## config.mk

```make
export PLATFORM = sky130hd
export DESIGN_NAME = seq_multiplier
export DESIGN_NICKNAME = d
export VERILOG_FILES = /design/src/rtl/seq_multiplier.sv
export SDC_FILE = /design/constraint.sdc
export NUM_CORES = 1
export LEC_CHECK = 0
export CORE_UTILIZATION = 45
export CTS_CLUSTER_DIAMETER = 30
export DETAILED_ROUTE_END_ITERATION = 16
export GPL_ROUTABILITY_DRIVEN = 0
export PLACE_DENSITY = 0.63
export SETUP_SLACK_MARGIN = 0.5
export SLEW_MARGIN = 10
export SYNTH_ARGS = -nofsm -noshare
export SYNTH_HDL_FRONTEND = slang
export SYNTH_SLANG_ARGS = --single-unit
```

## constraint.sdc

```tcl
create_clock -name clk -period 5.7 [get_ports clk]
set_input_delay 1.14 -clock clk [delete_from_list [all_inputs] [get_ports clk]]
set_output_delay 1.14 -clock clk [all_outputs]
set_load 0.02 [all_outputs]
```

## src/rtl/seq_multiplier.sv

```systemverilog
// Multi-cycle shift-and-add multiplier: latches x/y on start, one operand bit per clock.
// Optional macro SIGNED_MUL_EN selects two's-complement operands (sign-magnitude iteration).
module seq_multiplier #(
  parameter int unsigned WIDTH = 4
) (
  input  logic                 clk,
  input  logic                 rst,
  input  logic                 start,
  input  logic [WIDTH-1:0]     x,
  input  logic [WIDTH-1:0]     y,
  output logic                 busy,
  output logic                 done,
  output logic [2*WIDTH-1:0]   product
);

  localparam int unsigned PW = 2 * WIDTH;
  localparam int unsigned CW = $clog2(WIDTH) + 1;

  typedef enum logic [1:0] {
    S_IDLE = 2'd0,
    S_RUN  = 2'd1,
    S_DONE = 2'd2
  } state_t;

  state_t          state_q;
  logic [PW-1:0]   a_q;
  logic [PW-1:0]   acc_q;
  logic [WIDTH-1:0] b_q;
  logic [CW-1:0]   cnt_q;
  logic            busy_q;
  logic            done_q;
  logic [PW-1:0]   product_q;

  logic [PW-1:0]    acc_d;
  logic [PW-1:0]    product_d;
  logic [WIDTH-1:0] x_mag;
  logic [WIDTH-1:0] y_mag;
  logic             last_step;

  // One iteration: conditionally add the shifted multiplicand.
  always_comb begin
    acc_d     = acc_q;
    if (b_q[0]) begin
      acc_d = PW'(acc_q + a_q);
    end
    last_step = (cnt_q == CW'(WIDTH - 1));
  end

`ifdef SIGNED_MUL_EN
  logic sign_q;

  // Magnitudes feed the unsigned core; -2^(WIDTH-1) maps to 2^(WIDTH-1) unsigned.
  always_comb begin
    x_mag     = x[WIDTH-1] ? WIDTH'(-x) : x;
    y_mag     = y[WIDTH-1] ? WIDTH'(-y) : y;
    product_d = sign_q ? PW'(-acc_d) : acc_d;
  end

  always_ff @(posedge clk or posedge rst) begin
    if (rst) begin
      sign_q <= 1'b0;
    end else if (state_q == S_IDLE && start) begin
      sign_q <= x[WIDTH-1] ^ y[WIDTH-1];
    end
  end
`else
  always_comb begin
    x_mag     = x;
    y_mag     = y;
    product_d = acc_d;
  end
`endif

  // Control FSM and datapath registers.
  always_ff @(posedge clk or posedge rst) begin
    if (rst) begin
      state_q   <= S_IDLE;
      a_q       <= '0;
      b_q       <= '0;
      acc_q     <= '0;
      cnt_q     <= '0;
      busy_q    <= 1'b0;
      done_q    <= 1'b0;
      product_q <= '0;
    end else begin
      case (state_q)
        S_IDLE: begin
          done_q <= 1'b0;
          if (start) begin
            a_q     <= {{WIDTH{1'b0}}, x_mag};
            b_q     <= y_mag;
            acc_q   <= '0;
            cnt_q   <= '0;
            busy_q  <= 1'b1;
            state_q <= S_RUN;
          end
        end
        S_RUN: begin
          acc_q <= acc_d;
          a_q   <= a_q << 1;
          b_q   <= b_q >> 1;
          cnt_q <= CW'(cnt_q + 1'b1);
          if (last_step) begin
            product_q <= product_d;
            busy_q    <= 1'b0;
            done_q    <= 1'b1;
            state_q   <= S_DONE;
          end
        end
        S_DONE: begin
          done_q  <= 1'b0;
          busy_q  <= 1'b0;
          state_q <= S_IDLE;
        end
        default: begin
          busy_q  <= 1'b0;
          done_q  <= 1'b0;
          state_q <= S_IDLE;
        end
      endcase
    end
  end

  assign busy    = busy_q;
  assign done    = done_q;
  assign product = product_q;

endmodule

```

* Yosys cells after proc, flatten, opt, wreduce, memory -nomap -nowiden *
Cells that the tools add are included.

operators by class
  add/subtract/negate cells = 2
  equality and inequality tests = 4
  multiplexer cells = 17
  reductions and logical operators = 5

operators by type and width
  kind                   count
  $pmux W8 S2            2
  $mux W8                3
  $add A8 B8 Y8          1
  $pmux W4 S2            1
  $pmux W3 S2            1
  $reduce_and A2 Y1      3
  $mux W1                4
  $mux W2                2
  $mux W4                1
  $ne A2 B2 Y1 const B   2
  $pmux W2 S2            1
  $add A3 B1 Y3 const B  1
  $eq A3 B2 Y1 const B   1
  $mux W3                1
  $eq A2 B1 Y1 const B   1
  $logic_not A2 Y1       1
  $pmux W1 S2            1
  $reduce_bool A2 Y1     1

word-level totals
  register bits = 35

* Longest topological paths before layout *
Gate-level depths: netlist of run 1.

  word-level depth = 3
  mapped depth = 7

* Worst setup path before layout of run 1 *
No wires, ideal clock.

  path kind = input port to flip-flop
  from = input start
  to = register acc_q[3]
  setup time = 121 ps
  arrival time = 2083 ps
  data required time = 5579 ps
  setup slack = 3496 ps
  stages on the path = 4
  path through = clkbuf_1 -> o21bai_1 -> a21o_1 -> a22o_1

on the way
  word-level cells in the longest chain between the ends = 2

RTL lines
  item                         RTL line  text
  start, declared              8         input logic start,
  $ne A2 B2 Y1 (no line)       --
  $reduce_and A2 Y1 (no line)  --
  end signal, assigned         80        acc_q <= '0;
  end signal, assigned         92        acc_q <= '0;
  end signal, assigned         99        acc_q <= acc_d;
  end, declared                27        logic [PW-1:0] acc_q;

No other way between the ends.
A chain may end at the register's enable or synchronous reset.

* Worst setup path after layout of run 1 *
  from = register state_q[0]
  to = register product_q[6], in the netlist product[6]

on the way
  word-level cells in the longest chain between the ends = 2

RTL lines
  item                         RTL line  text
  start, declared              25        state_t state_q;
  start signal, assigned       77        state_q <= S_IDLE;
  start signal, assigned       95        state_q <= S_RUN;
  start signal, assigned       107       state_q <= S_DONE;
  $eq A2 B1 Y1                 86        case (state_q)
  $reduce_and A2 Y1 (no line)  --
  end signal, assigned         104       product_q <= product_d;
  end, declared                32        logic [PW-1:0] product_q;

No other way between the ends.

==> flow_metrics.env, run 1 <==
export IMPL_run_status="finished clean"
export IMPL_cell_depth_of_the_worst_hold_path=2
export IMPL_post_layout_total_power_mw=1.05
export IMPL_drt_antenna_violating_nets=0
export IMPL_layout_commonest_cell="dfrtp_1"
export IMPL_grt_overflow_total=0
export IMPL_worstHoldPathType="reg -> reg"
export IMPL_avg_inst_size_synth_um2=10.0
export IMPL_cts_max_path_bufs=2
export IMPL_design_die_area_um2=4120
export IMPL_avgRoutedWirePerCell_um=15.0
export IMPL_required_ns=5.90
export IMPL_maxCapViolCount=0
export IMPL_critical_path_startpoint_type="flop"
export IMPL_r2r_setup_slk_ns=2.94
export IMPL_finalWorstPathRequiredPeriod_ns=2.76
export IMPL_dr_first_iter_drc_count=92
export IMPL_total_leakage_power_nw=0.936
export IMPL_overall_routing_resource_usage_pct=20.9
export IMPL_critical_path_class="reg -> reg"
export IMPL_fin_nets=215
export IMPL_synth_seq_area_share_pct=48.9
export IMPL_fin_tns_setup_ns=0
export IMPL_route_vias_total=1340
export IMPL_placementRows=22
export IMPL_die_width_um=64.2
export IMPL_fillerInstances=338
export IMPL_dp_worst_setup_slack_ns=2.79
export IMPL_critPathArrivalTime_ns=2.96
export IMPL_post_route_drc_count=0
export IMPL_max_freq_ghz=0.362
export IMPL_cts_hold_fix_buffers=0
export IMPL_rr_startpoint="state_q[0]$_DFFE_PP0P_"
export IMPL_hold_path_startpoint="product[1]$_DFFE_PP0P_"
export IMPL_floorplan_initialDensity_pct=47.2
export IMPL_hold_viol=0
export IMPL_post_cts_resized_instances=0
export IMPL_dieHeight_um=64.2
export IMPL_first_pass_grt_wire_length_um=6520
export IMPL_max_vdd_ir_drop_mv=0.254
export IMPL_cts_sinks=34
export IMPL_relSlewSlack_pct=26.6
export IMPL_timing_final_setup_violations=0
export IMPL_floorplan_io_pins=21
export IMPL_synthesis_instances=174
export IMPL_dp_hpwl_um=2540
export IMPL_cts_buffers=5
export IMPL_floorplan_core_area_um2=3690
export IMPL_critPathMaxFanout=15
export IMPL_worst_skew_pair_late_latency_ns=0.29
export IMPL_antenna_diodes=0
export IMPL_finalWorstSetupSlack_ns=2.94
export IMPL_commonest_cells_after_routing_fill_and_taps_aside="34 x dfrtp_1, 20 x clkdlybuf4s50_1, 18 x a21oi_1"
export IMPL_number_of_library_cell_types_mapped_by_synthesis=33
export IMPL_synthesis_yosys_warnings=0
export IMPL_worst_margin_slew_ns=1.10
export IMPL_unrepaired_setup_endpoints_after_global_routing="no"
export IMPL_final_max_slew_viol_count=0
export IMPL_detail_route_first_pass_iterations=4
export IMPL_share_of_layout_cells_above_drive_strength_1_pct=5.13
export IMPL_cts_tree="yes"
export IMPL_cell_area_after_synthesis_um2=1740
export IMPL_final_min_period_over_clock_period_pct=48.4
export IMPL_grt_start_max_net_pins=35
export IMPL_cts_setup_buffers=0
export IMPL_clk_pin_slew_worst_paths_ns=0.07
export IMPL_skew_ns=0.00459
export IMPL_finalWirelength_um=3640
export IMPL_power_density_relative_to_cell_area_nw_per_um2=509
export IMPL_h_tree_depth=2
export IMPL_ys_ff_latch=34
export IMPL_clock_root_buffer="clkbuf_8"
export IMPL_via_count_of_the_first_global_routing_pass=1404
export IMPL_syn_num_nets=195
export IMPL_io_buffer_count=20
export IMPL_timing_critical_path_to_type="flop"
export IMPL_relative_area_change_from_synthesis_to_final_layout_pct=18.9
export IMPL_crit_reg2reg_capture="product[6]$_DFFE_PP0P_"
export IMPL_hold_path_end="product[1]$_DFFE_PP0P_"
export IMPL_post_drt_via_cell_ratio=5.51
export IMPL_grt_antenna_before_repair=0
export IMPL_worst_r2r_cell_count=6
==> metal layers <==
layer	part of all wire, %	vias up	GRT usage (%)	routed length (um)
met5	0	-	0	0
met4	2.0	0	11.1	71
met3	3.2	8	3.21	116
met2	47	24	33.6	1720
met1	48	642	26.9	1730
li1	-	666	-	-
==> state kept, by name (all words and copies together) (netlist names) <==
name	cells
product	8
b_q	4
acc_q	8
state_q	2
done	1
cnt_q	3
a_q	8
==> worst max-delay path, stage by stage, from the launching register on <==
cell and delay (ns):
dfrtp_1 0.57, nor2b_1 0.92, nand2_1 0.51, inv_1 0.35, and3_1 0.19, a21oi_1 0.04
o31ai_1 0.08
==> through the flow <==
stage	utilization [%]	hold slack [ns]	cell area (um^2)	std cells
2_1_floorplan	-	0.450	1740	174
3_3_place_gp	53.6	0.465	1980	235
3_5_place_dp	53.6	0.471	1980	235
4_1_cts	56.1	0.486	2070	243
5_1_grt	56.1	0.525	2070	243
6_report	56.1	0.483	2070	243
==> final cells by class <==
class	count	area [um^2]	area share, %
sequential	34	851	41.1
inverter	6	22.5	1.09
multi-input combinational	126	836	40.4
clock buffer	7	86.3	4.17
clock inverter	1	5.00	0.242
tap	48	60.1	2.90
timing repair buffer	21	208	10.0
==> kinds of logic (layout without fill, tap and decap cells) <==
kind of cell,count (synthesis),count (layout),share of synthesized area (%)
AOI/OAI and AO/OA,65,65,24.5
and+or+nand+nor,43,43,11.7
DFF,34,34,48.9
buffers and inverters,14,35,3.02
adders and majority gates,10,10,7.63
xor gates and xnor gates,5,5,2.52
muxes,3,3,1.73
==> worst max-delay path by stage <==
| stage | from | slack (ns) | endpoint |
|---|---|---|---|
| floorplan | start | 3.50 | acc_q[3]$_DFFE_PP0P_ |
| global placement | start | 2.84 | acc_q[5]$_DFFE_PP0P_ |
| detailed placement | start | 2.79 | acc_q[4]$_DFFE_PP0P_ |
| CTS | state_q[0]$_DFFE_PP0P_ | 2.89 | product[6]$_DFFE_PP0P_ |
| global route | state_q[0]$_DFFE_PP0P_ | 2.60 | product[6]$_DFFE_PP0P_ |
| finish | state_q[0]$_DFFE_PP0P_ | 2.94 | product[6]$_DFFE_PP0P_ |
==> cells in the mapped netlist <==
| cell type | n | share of area (%) |
|---|---|---|
| dfrtp_1 | 34 | 49 |
| a21oi_1 | 18 | 5.2 |
| nand2_1 | 16 | 3.5 |
| o21ai_0 | 16 | 4.6 |
| nor2_1 | 11 | 2.4 |
| a22o_1 | 10 | 5.0 |
| ha_1 | 9 | 6.5 |
| nor2b_1 | 9 | 3.2 |
| clkbuf_1 | 8 | 1.7 |
| a22oi_1 | 6 | 2.6 |
| inv_1 | 6 | 1.3 |
| xnor2_1 | 4 | 2.0 |
| a21o_1 | 3 | 1.3 |
| mux2i_1 | 3 | 1.7 |
| o21bai_1 | 2 | 0.86 |
| o31ai_1 | 2 | 0.86 |
| a211oi_2 | 1 | 0.72 |
| a21o_2 | 1 | 0.50 |
| a2bb2oi_1 | 1 | 0.50 |
| a31oi_1 | 1 | 0.36 |
| a41oi_1 | 1 | 0.50 |
| and3_1 | 1 | 0.36 |
| fa_1 | 1 | 1.2 |
| nand2b_1 | 1 | 0.36 |
| nand3_1 | 1 | 0.29 |
| nor3_1 | 1 | 0.29 |
| nor4_1 | 1 | 0.36 |
| o211ai_1 | 1 | 0.43 |
| o311ai_0 | 1 | 0.50 |
| o31a_1 | 1 | 0.50 |
| or4_1 | 1 | 0.43 |
| or4b_1 | 1 | 0.58 |
| xor2_1 | 1 | 0.50 |
==> report_power, final <==
part           switching (mW)  internal (mW)  leakage (nW)
combinational           0.248          0.199         0.442
sequential             0.0881          0.331         0.446
clock                  0.0881         0.0974        0.0482
No activity file was read; power rests on OpenSTA's default activity.
==> run 2, diff against run 1 <==
- clock period: 5.7 -> 2.6 ns (I/O delays scaled with it)
==> flow_metrics.env, run 2 (synthesis results as in run 1) <==
export IMPL_overall_routing_resource_usage_pct=20.7
export IMPL_critical_path_max_stage_delay_ns=0.44
export IMPL_commonest_cells_after_routing_fill_and_taps_aside="31 x dfrtp_1, 20 x clkdlybuf4s50_1, 17 x a21oi_1"
export IMPL_finalInstanceArea_um2=2150
export IMPL_rr_startpoint="acc_q[1]$_DFFE_PP0P_"
export IMPL_floorplan_core_area_um2=3690
export IMPL_path_depth=6
export IMPL_cts_buffers=5
export IMPL_route_vias_total=1381
export IMPL_placementRows=22
export IMPL_r2r_setup_slk_ns=0.58
export IMPL_post_drt_via_cell_ratio=5.61
export IMPL_first_pass_grt_wire_length_um=6420
export IMPL_via_count_of_the_first_global_routing_pass=1340
export IMPL_cts_max_path_bufs=2
export IMPL_grt_antenna_before_repair=0
export IMPL_relative_area_change_from_synthesis_to_final_layout_pct=23.7
export IMPL_critical_path_top_delay_family="compound AO/OA/AOI/OAI gates"
export IMPL_antenna_diodes=0
export IMPL_clk_pin_slew_worst_paths_ns=0.07
export IMPL_unrepaired_setup_endpoints_after_global_routing="no"
export IMPL_floorplan_initialDensity_pct=47.2
export IMPL_worst_setup_path_startpoint="acc_q[1]$_DFFE_PP0P_"
export IMPL_final_min_period_over_clock_period_pct=77.7
export IMPL_grt_overflow_total=0
export IMPL_maxCapViolCount=0
export IMPL_crit_reg2reg_capture="product[7]$_DFFE_PP0P_"
export IMPL_post_route_drc_count=0
export IMPL_io_buffer_count=20
export IMPL_die_width_um=64.2
export IMPL_h_tree_depth=2
export IMPL_detail_route_first_pass_iterations=4
export IMPL_max_freq_ghz=0.495
export IMPL_critical_path_class="reg -> reg"
export IMPL_fin_nets=219
export IMPL_worstHoldPathType="reg -> reg"
export IMPL_setup_worst_path_end="product[7]$_DFFE_PP0P_"
export IMPL_worstPathCellList="ha_4, a211oi_4, nor3_2, o31a_1, or4_1, a31oi_1"
export IMPL_clock_root_buffer="clkbuf_8"
export IMPL_required_ns=2.81
export IMPL_run_status="finished clean"
export IMPL_critPathMaxFanout=4
export IMPL_worst_path_buf_inv=0
export IMPL_cts_hold_fix_buffers=0
export IMPL_worst_skew_pair_late_latency_ns=0.28
export IMPL_layout_commonest_cell="dfrtp_1"
export IMPL_hold_viol=0
export IMPL_placed_instances=236
export IMPL_timing_final_setup_violations=0
export IMPL_skew_ns=0.00195
export IMPL_dp_hpwl_um=2540
export IMPL_cts_sinks=34
export IMPL_dieHeight_um=64.2
export IMPL_relSlewSlack_pct=63.7
export IMPL_grt_start_max_net_pins=35
export IMPL_dr_first_iter_drc_count=112
export IMPL_placedInstanceArea_um2=1980
export IMPL_finalWirelength_um=3770
export IMPL_final_max_slew_viol_count=0
export IMPL_design_die_area_um2=4120
export IMPL_drt_antenna_violating_nets=0
export IMPL_power_density_relative_to_cell_area_nw_per_um2=1110
export IMPL_fin_tns_setup_ns=0
export IMPL_instances_no_fill=246
export IMPL_avgRoutedWirePerCell_um=15.3
export IMPL_post_layout_total_power_mw=2.39
export IMPL_total_leakage_power_nw=0.939
export IMPL_worst_path_max_delay_cell="dfrtp_1"
export IMPL_worst_margin_slew_ns=0.544
export IMPL_max_vdd_ir_drop_mv=0.538
export IMPL_critical_path_startpoint_type="flop"
export IMPL_cts_tree="yes"
export IMPL_finalWorstPathRequiredPeriod_ns=2.02
export IMPL_floorplan_io_pins=21
export IMPL_fillerInstances=334
export IMPL_worst_r2r_cell_count=6
export IMPL_share_of_layout_cells_above_drive_strength_1_pct=12.1
export IMPL_critPathArrivalTime_ns=2.23
export IMPL_timing_critical_path_to_type="flop"
==> run 2: worst register-to-register path: cells and delay by family, from the launching register on <==
kind                     cells  cell delay (ns)
AO/OA/AOI/OAI                3             0.76
adder cells (fa/ha/maj)      1             0.25
flip-flops                   1             0.44
AND/OR/NAND/NOR              2             0.48
==> run 2: timing repair <==
item	CTS	global route
pin swaps	1	6
gates resized for setup	1	12
endpoints found under the setup margin	2	11
buffers inserted	0	3
==> run 2: layout make-up <==
cell class / instances / area (um^2) / area share, %
inverter: 6 / 22.5 / 1.05
tap: 48 / 60.1 / 2.79
sequential: 34 / 855 / 39.7
clock buffer: 7 / 76.3 / 3.55
multi-input combinational: 126 / 901 / 41.9
timing repair buffer: 25 / 238 / 11.0
==> run 2: per-stage QoR <==
step / hold slack (ns) / util, % / worst slack, ns
after floorplan: 0.450 / - / 0.638
after global placement: 0.465 / 53.8 / 0.363
after detailed placement: 0.470 / 53.8 / 0.290
after CTS: 0.484 / 55.9 / 0.510
after global routing: 0.512 / 58.3 / 0.497
final: 0.477 / 58.3 / 0.581
==> run 2: per-layer routing <==
metal  wire length (um)  GRT usage [%]  up-vias  part of all wire (%)
met3                146           6.43        6                   3.9
li1                   -              -      674                     -
met5                  0              0        -                     0
met2               1790           32.6       29                    48
met1               1790           27.4      672                    47
met4                 44           5.83        0                   1.2
==> run 2: how the worst min path moves through the flow <==
stage / startpoint / to / slack, ns / cells past startpoint
2_1_floorplan: cnt_q[2]$_DFFE_PP0P_ / cnt_q[2]$_DFFE_PP0P_ / 0.45 / 2
3_3_place_gp: product[2]$_DFFE_PP0P_ / product[2]$_DFFE_PP0P_ / 0.47 / 2
3_5_place_dp: cnt_q[2]$_DFFE_PP0P_ / cnt_q[2]$_DFFE_PP0P_ / 0.47 / 2
4_1_cts: cnt_q[2]$_DFFE_PP0P_ / cnt_q[2]$_DFFE_PP0P_ / 0.48 / 2
5_1_grt: cnt_q[2]$_DFFE_PP0P_ / cnt_q[2]$_DFFE_PP0P_ / 0.51 / 2
6_report: cnt_q[2]$_DFFE_PP0P_ / cnt_q[2]$_DFFE_PP0P_ / 0.48 / 2
==> run 2: power by group <==
group          total (mW)  switching [mW]  internal [mW]  leakage (nW)
Clock               0.364           0.180          0.184        0.0383
Sequential          0.925           0.195          0.730         0.442
Combinational        1.10           0.590          0.508         0.458
Total                2.39           0.965           1.42         0.939
==> run 3, diff against run 2 <==
- clock period: 2.6 -> 1.9 ns (I/O delays scaled with it)
==> flow_metrics.env, run 3 (synthesis results as in run 1) <==
export IMPL_worst_margin_slew_ns=0.438
export IMPL_relative_area_change_from_synthesis_to_final_layout_pct=42.0
export IMPL_cts_tree="yes"
export IMPL_unrepaired_setup_endpoints_after_global_routing="yes"
export IMPL_design_die_area_um2=4120
export IMPL_required_ns=2.10
export IMPL_post_layout_total_power_mw=3.75
export IMPL_h_tree_depth=2
export IMPL_drt_antenna_violating_nets=0
export IMPL_floorplan_initialDensity_pct=47.2
export IMPL_fin_nets=240
export IMPL_relSlewSlack_pct=70.8
export IMPL_overall_routing_resource_usage_pct=22.9
export IMPL_grt_antenna_before_repair=0
export IMPL_grt_start_max_net_pins=35
export IMPL_cts_hold_fix_buffers=0
export IMPL_post_drt_via_cell_ratio=5.49
export IMPL_finalWirelength_um=4110
export IMPL_floorplan_core_area_um2=3690
export IMPL_post_route_drc_count=0
export IMPL_finalInstanceArea_um2=2470
export IMPL_io_buffer_count=20
export IMPL_commonest_cells_after_routing_fill_and_taps_aside="31 x dfrtp_1, 23 x buf_4, 15 x nand2_1"
export IMPL_via_count_of_the_first_global_routing_pass=1505
export IMPL_die_width_um=64.2
export IMPL_critPathArrivalTime_ns=2.09
export IMPL_total_leakage_power_nw=1.10
export IMPL_worst_skew_pair_late_latency_ns=0.28
export IMPL_max_freq_ghz=0.531
export IMPL_placedInstanceArea_um2=2190
export IMPL_timing_final_setup_violations=0
export IMPL_critPathMaxFanout=4
export IMPL_placementRows=22
export IMPL_final_min_period_over_clock_period_pct=99.2
export IMPL_antenna_diodes=0
export IMPL_worst_r2r_cell_count=6
export IMPL_hold_viol=0
export IMPL_dieHeight_um=64.2
export IMPL_layout_commonest_cell="dfrtp_1"
export IMPL_r2r_setup_slk_ns=0.02
export IMPL_clock_root_buffer="clkbuf_8"
export IMPL_skew_ns=0.00533
export IMPL_worstHoldPathType="in -> async"
export IMPL_final_max_slew_viol_count=0
export IMPL_cts_sinks=34
export IMPL_avgRoutedWirePerCell_um=15.4
export IMPL_grt_overflow_total=0
export IMPL_share_of_layout_cells_above_drive_strength_1_pct=29.2
export IMPL_timing_critical_path_to_type="flop"
export IMPL_floorplan_io_pins=21
export IMPL_route_vias_total=1465
export IMPL_critical_path_class="reg -> reg"
export IMPL_max_vdd_ir_drop_mv=0.593
export IMPL_dr_first_iter_drc_count=102
export IMPL_maxCapViolCount=0
export IMPL_detail_route_first_pass_iterations=4
export IMPL_rr_startpoint="acc_q[1]$_DFFE_PP0P_"
export IMPL_dp_hpwl_um=2890
export IMPL_run_status="finished clean"
export IMPL_cts_buffers=5
export IMPL_critical_path_startpoint_type="flop"
export IMPL_crit_reg2reg_capture="product[7]$_DFFE_PP0P_"
export IMPL_cts_max_path_bufs=2
export IMPL_finalWorstPathRequiredPeriod_ns=1.88
export IMPL_first_pass_grt_wire_length_um=7070
export IMPL_power_density_relative_to_cell_area_nw_per_um2=1520
export IMPL_clk_pin_slew_worst_paths_ns=0.07
## run 3: layer usage
metal	share of wire (%)	GRT usage [%]	vias up
met2	49	38.0	27
met4	2.1	8.33	0
li1	-	-	711
met5	0	0	-
met1	46	28.9	718
met3	3.3	5.36	9
## run 3: power by group
part           internal (mW)  switching (mW)  total (mW)
Combinational          0.992            1.03        2.02
Clock                  0.252           0.241       0.493
Sequential              1.00           0.238        1.24
## run 3: how the worst max path moves through the flow
stage | startpoint | to | cells after the start
2_1_floorplan | a_q[2]$_DFFE_PP0P_ | acc_q[7]$_DFFE_PP0P_ | 6
3_3_place_gp | a_q[3]$_DFFE_PP0P_ | product[7]$_DFFE_PP0P_ | 6
3_5_place_dp | acc_q[0]$_DFFE_PP0P_ | acc_q[7]$_DFFE_PP0P_ | 6
4_1_cts | a_q[3]$_DFFE_PP0P_ | product[7]$_DFFE_PP0P_ | 6
5_1_grt | a_q[3]$_DFFE_PP0P_ | product[7]$_DFFE_PP0P_ | 6
6_report | acc_q[1]$_DFFE_PP0P_ | product[7]$_DFFE_PP0P_ | 6
## run 3: area by class of cell
class,instances,area (um^2)
fill,306,1220
tap,48,60.1
inverter,6,22.5
multi-input combinational,126,1060
timing repair buffer,46,400
clock buffer,7,76.3
sequential,34,855
## run 3: what timing repair did
item	4_1_cts	5_1_grt
setup endpoints to repair	30	23
resized for setup	23	20
pin swaps	8	11
buffers inserted	5	4
## run 3: through the flow
step	TNS [ns]	instances	hold WS [ns]	setup slack (ns)	utilization, %
2_1_floorplan	0	174	0.450	0.0836	-
3_3_place_gp	0	251	0.461	0.0441	59.4
3_5_place_dp	-0.00634	251	0.478	-0.00634	59.4
4_1_cts	0	263	0.489	0.0140	63.6
5_1_grt	-0.122	267	0.517	-0.0872	67.0
6_report	0	267	0.486	0.0152	67.0
## run 3: worst max-delay path, cell delays in order, from the launching register on
cell and delay (ns):
dfrtp_1 0.41, ha_4 0.26, a211oi_4 0.23, nor3_2 0.08
o31a_1 0.28, or4_1 0.40, a31oi_1 0.14
